`src/rtl/cg_rvarch_sv39_tlb.sv`:
```
// Fully associative Sv39 TLB (4 KiB fills) with one outstanding miss handed to a page walker.
// Define CG_TLB_PERF_CNT_EN to add hit/miss performance counters.
module cg_rvarch_sv39_tlb #(
    parameter int ENTRIES     = 8,
    parameter int VADDR_WIDTH = 39,
    parameter int PADDR_WIDTH = 56,
    parameter int ATTR_WIDTH  = 11
) (
    input  logic                   i_clk,
    input  logic                   i_rstn,
    input  logic                   i_req_valid,
    input  logic [VADDR_WIDTH-1:0] i_req_vaddr,
    output logic                   o_req_ready,
    output logic                   o_resp_valid,
    output logic [PADDR_WIDTH-1:0] o_resp_paddr,
    output logic [ATTR_WIDTH-1:0]  o_resp_attr,
    output logic                   o_resp_fault,
    input  logic                   i_flush,
    output logic                   o_tlb_miss,
    output logic [VADDR_WIDTH-1:0] o_tlb_miss_vaddr,
    input  logic                   i_ptw_valid,
    input  logic [PADDR_WIDTH-1:0] i_ptw_paddr,
    input  logic [ATTR_WIDTH-1:0]  i_ptw_pte_attr,
    input  logic                   i_page_fault
`ifdef CG_TLB_PERF_CNT_EN
    ,
    output logic [31:0]            o_hit_cnt,
    output logic [31:0]            o_miss_cnt
`endif
);

    // state | meaning
    // IDLE  | accepting requests; hits answered next cycle
    // MISS  | one-cycle miss strobe toward the walker
    // WAIT  | waiting for a walker valid edge or a page fault

    localparam int IDXW = $clog2(ENTRIES);
    localparam int VPNW = VADDR_WIDTH - 12;
    localparam int PPNW = PADDR_WIDTH - 12;

    typedef enum logic [1:0] {IDLE, MISS, WAIT} state_t;

    state_t                state, state_nxt;
    logic [ENTRIES-1:0]    ent_valid;
    logic [VPNW-1:0]       ent_vpn  [ENTRIES];
    logic [PPNW-1:0]       ent_ppn  [ENTRIES];
    logic [ATTR_WIDTH-1:0] ent_attr [ENTRIES];

    logic [IDXW-1:0]        victim_ptr;
    logic [VADDR_WIDTH-1:0] miss_vaddr;
    logic                   ptw_prev;
    logic                   flush_pend;

    logic            hit;
    logic [IDXW-1:0] hit_idx;
    logic            have_free;
    logic [IDXW-1:0] free_idx;
    logic [IDXW-1:0] fill_idx;
    logic            req_ready;
    logic            walk_done;
    logic            walk_fault;
    logic            accept;
    logic            fill_en;
    logic            ptw_edge;

    // Descending scans so the lowest matching / free index wins.
    always_comb begin
        hit       = 1'b0;
        hit_idx   = '0;
        have_free = 1'b0;
        free_idx  = '0;
        for (int i = ENTRIES - 1; i >= 0; i--) begin
            if (ent_valid[i] && (ent_vpn[i] == i_req_vaddr[VADDR_WIDTH-1:12])) begin
                hit     = 1'b1;
                hit_idx = IDXW'(i);
            end
            if (!ent_valid[i]) begin
                have_free = 1'b1;
                free_idx  = IDXW'(i);
            end
        end
    end

    assign fill_idx = have_free ? free_idx : victim_ptr;
    assign ptw_edge = i_ptw_valid && !ptw_prev;

    always_ff @(posedge i_clk or negedge i_rstn) begin
        if (!i_rstn) state <= IDLE;
        else         state <= state_nxt;
    end

    always_comb begin
        state_nxt  = state;
        req_ready  = 1'b0;
        walk_done  = 1'b0;
        walk_fault = 1'b0;
        case (state)
            IDLE: begin
                req_ready = 1'b1;
                if (i_req_valid && !hit) state_nxt = MISS;
            end
            MISS: state_nxt = WAIT;
            WAIT: begin
                if (i_page_fault) begin
                    walk_fault = 1'b1;
                    state_nxt  = IDLE;
                end else if (ptw_edge) begin
                    walk_done = 1'b1;
                    state_nxt = IDLE;
                end
            end
            default: state_nxt = IDLE;
        endcase
    end

    assign accept           = i_req_valid && req_ready;
    assign fill_en          = walk_done && !i_flush && !flush_pend;
    assign o_req_ready      = req_ready;
    assign o_tlb_miss       = (state == MISS);
    assign o_tlb_miss_vaddr = miss_vaddr;

    always_ff @(posedge i_clk or negedge i_rstn) begin
        if (!i_rstn) begin
            ent_valid    <= '0;
            victim_ptr   <= '0;
            miss_vaddr   <= '0;
            ptw_prev     <= 1'b1;
            flush_pend   <= 1'b0;
            o_resp_valid <= 1'b0;
            o_resp_paddr <= '0;
            o_resp_attr  <= '0;
            o_resp_fault <= 1'b0;
        end else begin
            o_resp_valid <= 1'b0;
            ptw_prev     <= i_ptw_valid;
            if (accept && hit) begin
                o_resp_valid <= 1'b1;
                o_resp_paddr <= {ent_ppn[hit_idx], i_req_vaddr[11:0]};
                o_resp_attr  <= ent_attr[hit_idx];
                o_resp_fault <= 1'b0;
            end
            if (accept && !hit) miss_vaddr <= i_req_vaddr;
            if (walk_fault) begin
                o_resp_valid <= 1'b1;
                o_resp_fault <= 1'b1;
            end
            if (walk_done) begin
                o_resp_valid <= 1'b1;
                o_resp_paddr <= i_ptw_paddr;
                o_resp_attr  <= i_ptw_pte_attr;
                o_resp_fault <= 1'b0;
            end
            // A flush while the walk is outstanding makes its result stale for caching.
            if (i_flush && (state != IDLE)) flush_pend <= 1'b1;
            if (walk_done || walk_fault)     flush_pend <= 1'b0;
            if (i_flush) begin
                ent_valid <= '0;
            end else if (fill_en) begin
                ent_valid[fill_idx] <= 1'b1;
            end
            if (fill_en) victim_ptr <= victim_ptr + IDXW'(1);
        end
    end

    always_ff @(posedge i_clk) begin
        if (fill_en) begin
            ent_vpn[fill_idx]  <= miss_vaddr[VADDR_WIDTH-1:12];
            ent_ppn[fill_idx]  <= i_ptw_paddr[PADDR_WIDTH-1:12];
            ent_attr[fill_idx] <= i_ptw_pte_attr;
        end
    end

`ifdef CG_TLB_PERF_CNT_EN
    always_ff @(posedge i_clk or negedge i_rstn) begin
        if (!i_rstn) begin
            o_hit_cnt  <= '0;
            o_miss_cnt <= '0;
        end else if (accept) begin
            if (hit) o_hit_cnt  <= o_hit_cnt + 32'd1;
            else     o_miss_cnt <= o_miss_cnt + 32'd1;
        end
    end
`endif

endmodule
```
`config.mk`:
```
export PLATFORM = sky130hd
export DESIGN_NAME = cg_rvarch_sv39_tlb
export DESIGN_NICKNAME = d
export VERILOG_FILES = /design/src/rtl/cg_rvarch_sv39_tlb.sv
export SDC_FILE = /design/constraint.sdc
export NUM_CORES = 1
export LEC_CHECK = 0
export ABC_CLOCK_PERIOD_IN_PS = 9020
export CORE_ASPECT_RATIO = 1.2
export CORE_MARGIN = 4
export CORE_UTILIZATION = 50
export DETAILED_ROUTE_END_ITERATION = 8
export GPL_ROUTABILITY_DRIVEN = 0
export HOLD_SLACK_MARGIN = 0.15
export PLACE_DENSITY = 0.69
export RECOVER_POWER = 100
export SETUP_SLACK_MARGIN = 0.05
export SYNTH_ARGS = -nofsm -noshare
export SYNTH_HDL_FRONTEND = slang
export SYNTH_SLANG_ARGS = --single-unit
```
`constraint.sdc`:
```
create_clock -name i_clk -period 9.02 [get_ports i_clk]
set_input_delay 1.353 -clock i_clk [delete_from_list [all_inputs] [get_ports i_clk]]
set_output_delay 1.353 -clock i_clk [all_outputs]
set_load 0.01 [all_outputs]
```
Word level (Yosys, flattened, before mapping)
Memories as Yosys holds them, arrays and structs flattened.
Index checks and enable logic that the tools add are counted.
{"block": "word_totals", "inputBits": 112, "word_cells": 119, "ff_bits": 123, "memories": 3, "out_inout_bits": 110, "ram_bits": 656}
{"block": "classes", "mux": 61, "bitwise": 1, "n_eq_ne": 12, "magnitude_cmp": 2, "addsub": 1, "reduce_logical": 29}
{"memory": "ent_ppn", "depth": 8, "word_bits": 44, "rd": 1, "rd_clocked_by_memory_dff": 0, "write_ports": 1, "line": "46", "source": "logic [PPNW-1:0] ent_ppn [ENTRIES];"}
{"memory": "ent_vpn", "depth": 8, "word_bits": 27, "rd": 8, "rd_clocked_by_memory_dff": 0, "write_ports": 1, "line": "45", "source": "logic [VPNW-1:0] ent_vpn [ENTRIES];"}
{"memory": "ent_attr", "depth": 8, "word_bits": 11, "rd": 1, "rd_clocked_by_memory_dff": 0, "write_ports": 1, "line": "47", "source": "logic [ATTR_WIDTH-1:0] ent_attr [ENTRIES];"}
{"op": "== test 27 bit", "n": 8}
{"op": "two-way mux 56 bit", "n": 2}
{"op": "two-way mux 3 bit", "n": 17}
{"op": "two-way mux 1 bit", "n": 33}
{"op": "two-way mux 11 bit", "n": 2}
{"op": "logical AND 1 bit", "n": 17}
{"op": "two-way mux 8 bit", "n": 2}
{"op": "OR 8 bit", "n": 1}
{"op": "nonzero test 2 bit", "n": 4}
{"op": "two-way mux 2 bit", "n": 3}
{"op": "one-hot mux 2 bit (3 select lines)", "n": 1}
{"op": "logical NOT 1 bit", "n": 4}
{"op": "less-than comparator 3 x 4 -> 1 bit (second input constant)", "n": 1}
{"op": "adder 3 x 1 -> 3 bit (second input constant)", "n": 1}
{"op": "demux 1 bit (select 3 bit)", "n": 1}
{"op": "greater-or-equal comparator 3 x 1 -> 1 bit (second input constant)", "n": 1}
{"op": "inequality test 3 bit (second input constant)", "n": 1}
{"op": "nonzero test 3 bit", "n": 1}
{"op": "== test 2 x 1 -> 1 bit (second input constant)", "n": 1}
{"op": "== test 2 bit (second input constant)", "n": 1}
{"op": "logical NOT 2 bit", "n": 1}
{"op": "inequality test 2 bit (second input constant)", "n": 1}
{"op": "AND reduction 2 bit", "n": 1}
{"op": "logical OR 1 bit", "n": 1}

Longest topological paths before layout
{"block": "logic_depth", "ltp_word": 16, "ltp_mapped": 14, "depth_no_buf": 9}

Least setup slack after synthesis
No wires, ideal clock.
{"block": "synth_timing", "path_type": "input-to-reg", "startpoint": "input port i_page_fault", "endpoint": "memory ent_attr[1][0] (enable)", "slack_ns": 0.171, "stages": 5, "t_arrival_ns": 8.224, "setup_time_ns": 0.626, "n_path_buf": 0, "required_ns": 8.394, "path_cell_list": "nand3b_1 or3b_2 nor3_1 nand2_1 nor3_1"}
{"block": "synth_via", "elab_chain_cells": 6}
{"item": "start: declaration", "line": "24", "source": "input logic i_page_fault"}
{"item": "two-way mux 1 bit", "line": "104", "source": "if (i_page_fault) begin"}
{"item": "two-way mux 1 bit", "line": "97", "source": "case (state)"}
{"item": "logical AND 1 bit (2 in series)", "line": "117", "source": "assign fill_en = walk_done && !i_flush && !flush_pend;"}
{"item": "two-way mux 1 bit", "line": "166", "source": "if (fill_en) begin"}
{"item": "two-way mux 1 bit (implied by the code)", "line": "169", "source": "ent_attr[fill_idx] <= i_ptw_pte_attr;"}
{"item": "end: declaration", "line": "47"}
No other way between the ends.

Final worst setup path
{"block": "layout_timing", "startpoint": "input port i_req_vaddr[30]", "endpoint": "register miss_vaddr[27] (netlist: o_tlb_miss_vaddr[27])"}
{"block": "layout_via", "elab_chain_cells": 12, "word_cells_on_any_way": 26, "classes_between": "eq/ne (8); mux (8); reduce/logical (10)"}
{"item": "start: declaration", "line": "12", "source": "input logic [VADDR_WIDTH-1:0] i_req_vaddr,"}
{"item": "== test 27 bit", "line": "73", "source": "if (ent_valid[i] && (ent_vpn[i] == i_req_vaddr[VADDR_WIDTH-1:12])) begin"}
{"item": "logical AND 1 bit", "line": "73"}
{"item": "two-way mux 1 bit (7 in series)", "line": "73"}
{"item": "two-way mux 1 bit *", "line": "73"}
{"item": "logical NOT 1 bit *", "line": "142", "source": "if (accept && !hit) miss_vaddr <= i_req_vaddr;"}
{"item": "logical AND 1 bit *", "line": "142"}
{"item": "end signal: assignment", "line": "142"}
{"item": "end: declaration", "line": "50", "source": "logic [VADDR_WIDTH-1:0] miss_vaddr;"}
Mark *: on every way between the ends. The rest lies on a longest branch, timed or not.
A chain may end at the register's enable or synchronous reset.

==> flow_summary_export.csv <==
group,metric,value,unit
global_routing,grt_overflow,0,
cts,clk_latency,620,ps
synth,async_flop_share,15.79,%
floorplan,die_area,68960,um2
power,ir_drop,179.4,uV
outcome,violations,"capacitance limit, slew limit",
sta,setup_viol,0,
floorplan,rows,101,
min_path,holdCritStartpoint,"victim_ptr[2]",
routing,viasPerCell,6.242,
cts,path_clk_slew,60,ps
setup_path,end_kind,"flop",
power,total_power,9.035,mW
min_path,hold_depth,1,
sta,slew_headroom,-223.7,%
setup_path,crit_buf_inv,3,
cts,cts.path.max_buffers,3,
setup_path,crit_chain,"dlygate4sd3_1, xnor2_1, nand4_1, nor4_1, nand3_1, nand4_1, clkbuf_1, nor3_2, clkbuf_1, mux2_1",
setup_path,crit_arrival,8020,ps
global_routing,antenna_found_initial,4,
run,drv_cap,20,
cells_and_area,syn2layout_area_growth,16.51,%
sta,drv_slew,887,
floorplan,io_pins,222,
setup_path,slowest_stage,"clkbuf_1",
floorplan,die_w,240.4,um
routing,firstDrtPassIters,5,
global_routing,grt_max_degree,70,
setup_path,r2r-start,"state[0]",
synth,yosys_warnings,0,
floorplan,die_y,286.9,um
setup_path,slowest_delay,1210,ps
synth,avgSynthCellArea,15.27,um2
cells_and_area,drive_gt1_share,15.00,%
synth,seq_area_frac_synth,70.30,%
synth,syn_inst,2122,
cts,htreeDepth,3,
sta,grt_setup_unrepaired,"false",
synth,synth_top_cell_by_area,"edfxtp_1",
synth,synth_mux_area_share,5.533,%
cts,cts_resized,0,
synth,synth.area.top_cells,"edfxtp_1 61%, dfrtp_1 9.4%, mux2_2 4.8%",
sta,tightest_slew,4855,ps
synth,synth_compound_area_share,10.14,%
routing,vias,20010,
setup_path,crit_type,"in2reg",
synth,synth-xor-area-share,5.892,%
sta,fin_setup_tns,0,ps
floorplan,core-area,63690,um2
synth,synth_top_family_by_area,"compound AO/OA/AOI/OAI gates",
placement,io_buffers,221,
setup_path,cp-startpoint,"i_req_vaddr[30]",
cts,clock_sinks,779,
cts,cts_tree,"yes",
placement,dp_slack,1994,ps
power,p_leak,12.44,nW
placement,hpwl,51460,um
cts,cts_setup_buffers,0,
global_routing,grt_pass1_wl,132500,um
synth,syn_area,32400,um2
sta,finClkSkew,32.20,ps
synth,synth_edf_count,656,
min_path,hp-class,"reg2reg",
synth,synth_ff_type,"edfxtp_1",
cells_and_area,final_util,59.28,%
routing,routedWlPerCell,28.00,um
sta,finalHoldViolCount,0,
power,powerDensity,239.3,nW/um2
setup_path,startpoint_type,"primary input",
synth,synth_nets,2235,
setup_path,cp.required,9500,ps
global_routing,grt_use_total,25.62,%
setup_path,r2r.worst_path.cells,7,
sta,fin_crit_sh,83.51,%
setup_path,path_delay_family,"buffers and inverters",
routing,drt_iter0_drc,2164,
floorplan,initial_utilization,50.88,%
routing,ant_nets,0,
outcome,outcome,"complete, but fails checks",
synth,synth-simple-area-share,5.726,%
sta,clock.fmax,132.8,MHz
setup_path,cp_max_fo,40,
synth,synth_top_area_share,60.79,%
setup_path,path_depth,10,
synth,synth_cell_types,61,
cts,root_buffer,"clkbuf_16",
cells_and_area,nNetsFinal,2430,
synth,ys_ff_latch,779,
cts,cts_buffers,78,
sta,period_needed,7533,ps
cts,cts_hold_buffers,0,
routing,drc,0,
routing,wirelength,89750,um
sta,setup_slack,1487,ps
synth,yosys.area_share.adder,0.03861,%
global_routing,grt_pass1_vias,20660,
[layout make-up]
type	instances	area, um2
diodes	2	5.005
fillers	4931	25940
multi-input cells	1192	8962
clock inverters	29	337.8
repair buffers	261	2442
well taps	824	1031
flip-flops and latches	779	22780
clock buffers	114	2180
inverters	5	18.77
[flip-flops by register name, summed over array words and instances (netlist names)]
register and count:
o_resp_fault 1, o_resp_valid 1, flush_pend 1, ent_attr 88
ent_ppn 352, state 2, o_resp_attr 11, victim_ptr 3
ptw_prev 1, ent_valid 8, ent_vpn 216, o_tlb_miss_vaddr 39
o_resp_paddr 56
[worst paths after layout]
path / endpoint / slack [ps]
setup / recovery: o_tlb_miss_vaddr[27] / 1490
hold / removal: victim_ptr[2] / 480
setup reg to reg: ent_vpn[1][23] / 2480
hold reg to reg: victim_ptr[2] / 480
max in group asynchronous: o_resp_paddr[48] / 3180
min in group asynchronous: o_tlb_miss_vaddr[34] / 2340
[synthesized netlist by cell type (2+ instances only)]
cell type  number
a2111oi_2      41
a21bo_1         8
a21bo_2         5
a21o_1         49
a21oi_1       116
a21oi_2         8
a311oi_1        2
a31o_2          2
a32oi_1        13
and2_1         13
and3_1          2
and4_1          4
buf_1           2
buf_2          34
buf_4          12
buf_6          13
clkbuf_1       83
dfrtp_1       122
edfxtp_1      656
inv_1           5
mux2_2        137
mux2i_1        25
nand2_1       112
nand3_1       114
nand4_1        43
nor2_1         28
nor3_1          5
nor4_1         39
o2111a_1       13
o211ai_1        2
o21ai_0        58
o21ba_2        13
o22ai_1        58
o31ai_1        42
xnor2_1       141
xor2_1         77
[stage by stage]
| stage | hold slack (ps) | cell area (um2) | std cells |
|---|---|---|---|
| 2_1_floorplan | 439.7 | 32400 | 2122 |
| 3_3_place_gp | 467.8 | 35350 | 3061 |
| 3_5_place_dp | 469.9 | 35350 | 3061 |
| 4_1_cts | 481.5 | 37870 | 3204 |
| 5_1_grt | 508.5 | 37760 | 3206 |
| 6_report | 484.2 | 37760 | 3206 |
[kinds of logic (layout without fill, tap and decap cells)]
logic type      after synthesis  count (layout)
simple gates                371             371
other cells                   0               2
buf+inv                     151             409
compound gates              440             440
mux                         162             162
flops                       779             779
fa+ha+maj                     1               1
xor+xnor                    218             218
[power by group]
| part | switching (mW) | internal, mW | total [mW] |
|---|---|---|---|
| Sequential | 0.393 | 4.32 | 4.71 |
| Combinational | 0.528 | 0.578 | 1.11 |
| Clock | 1.34 | 1.88 | 3.22 |
| Total | 2.26 | 6.78 | 9.03 |
[per-layer routing]
| layer | up-vias | wire (um) | GRT usage [%] |
|---|---|---|---|
| met4 | 4 | 2672 | 8.645 |
| met1 | 10250 | 34420 | 33.55 |
| li1 | 8564 | - | - |
| met5 | - | 26 | 0 |
| met2 | 1024 | 45680 | 43.82 |
| met3 | 174 | 6953 | 4.117 |
[cell usage in the layout (no fill, tap or decap), types with 50 or more instances in the layout]
master / count
nand3_1: 114
edfxtp_1: 656
xnor2_1: 141
mux2_2: 136
clkbuf_16: 80
dfrtp_1: 122
o22ai_1: 58
a21oi_1: 115
o21ai_0: 58
xor2_1: 77
clkdlybuf4s50_1: 50
dlygate4sd3_1: 170
nand2_1: 111
No activity file was read; power rests on OpenSTA's default activity.
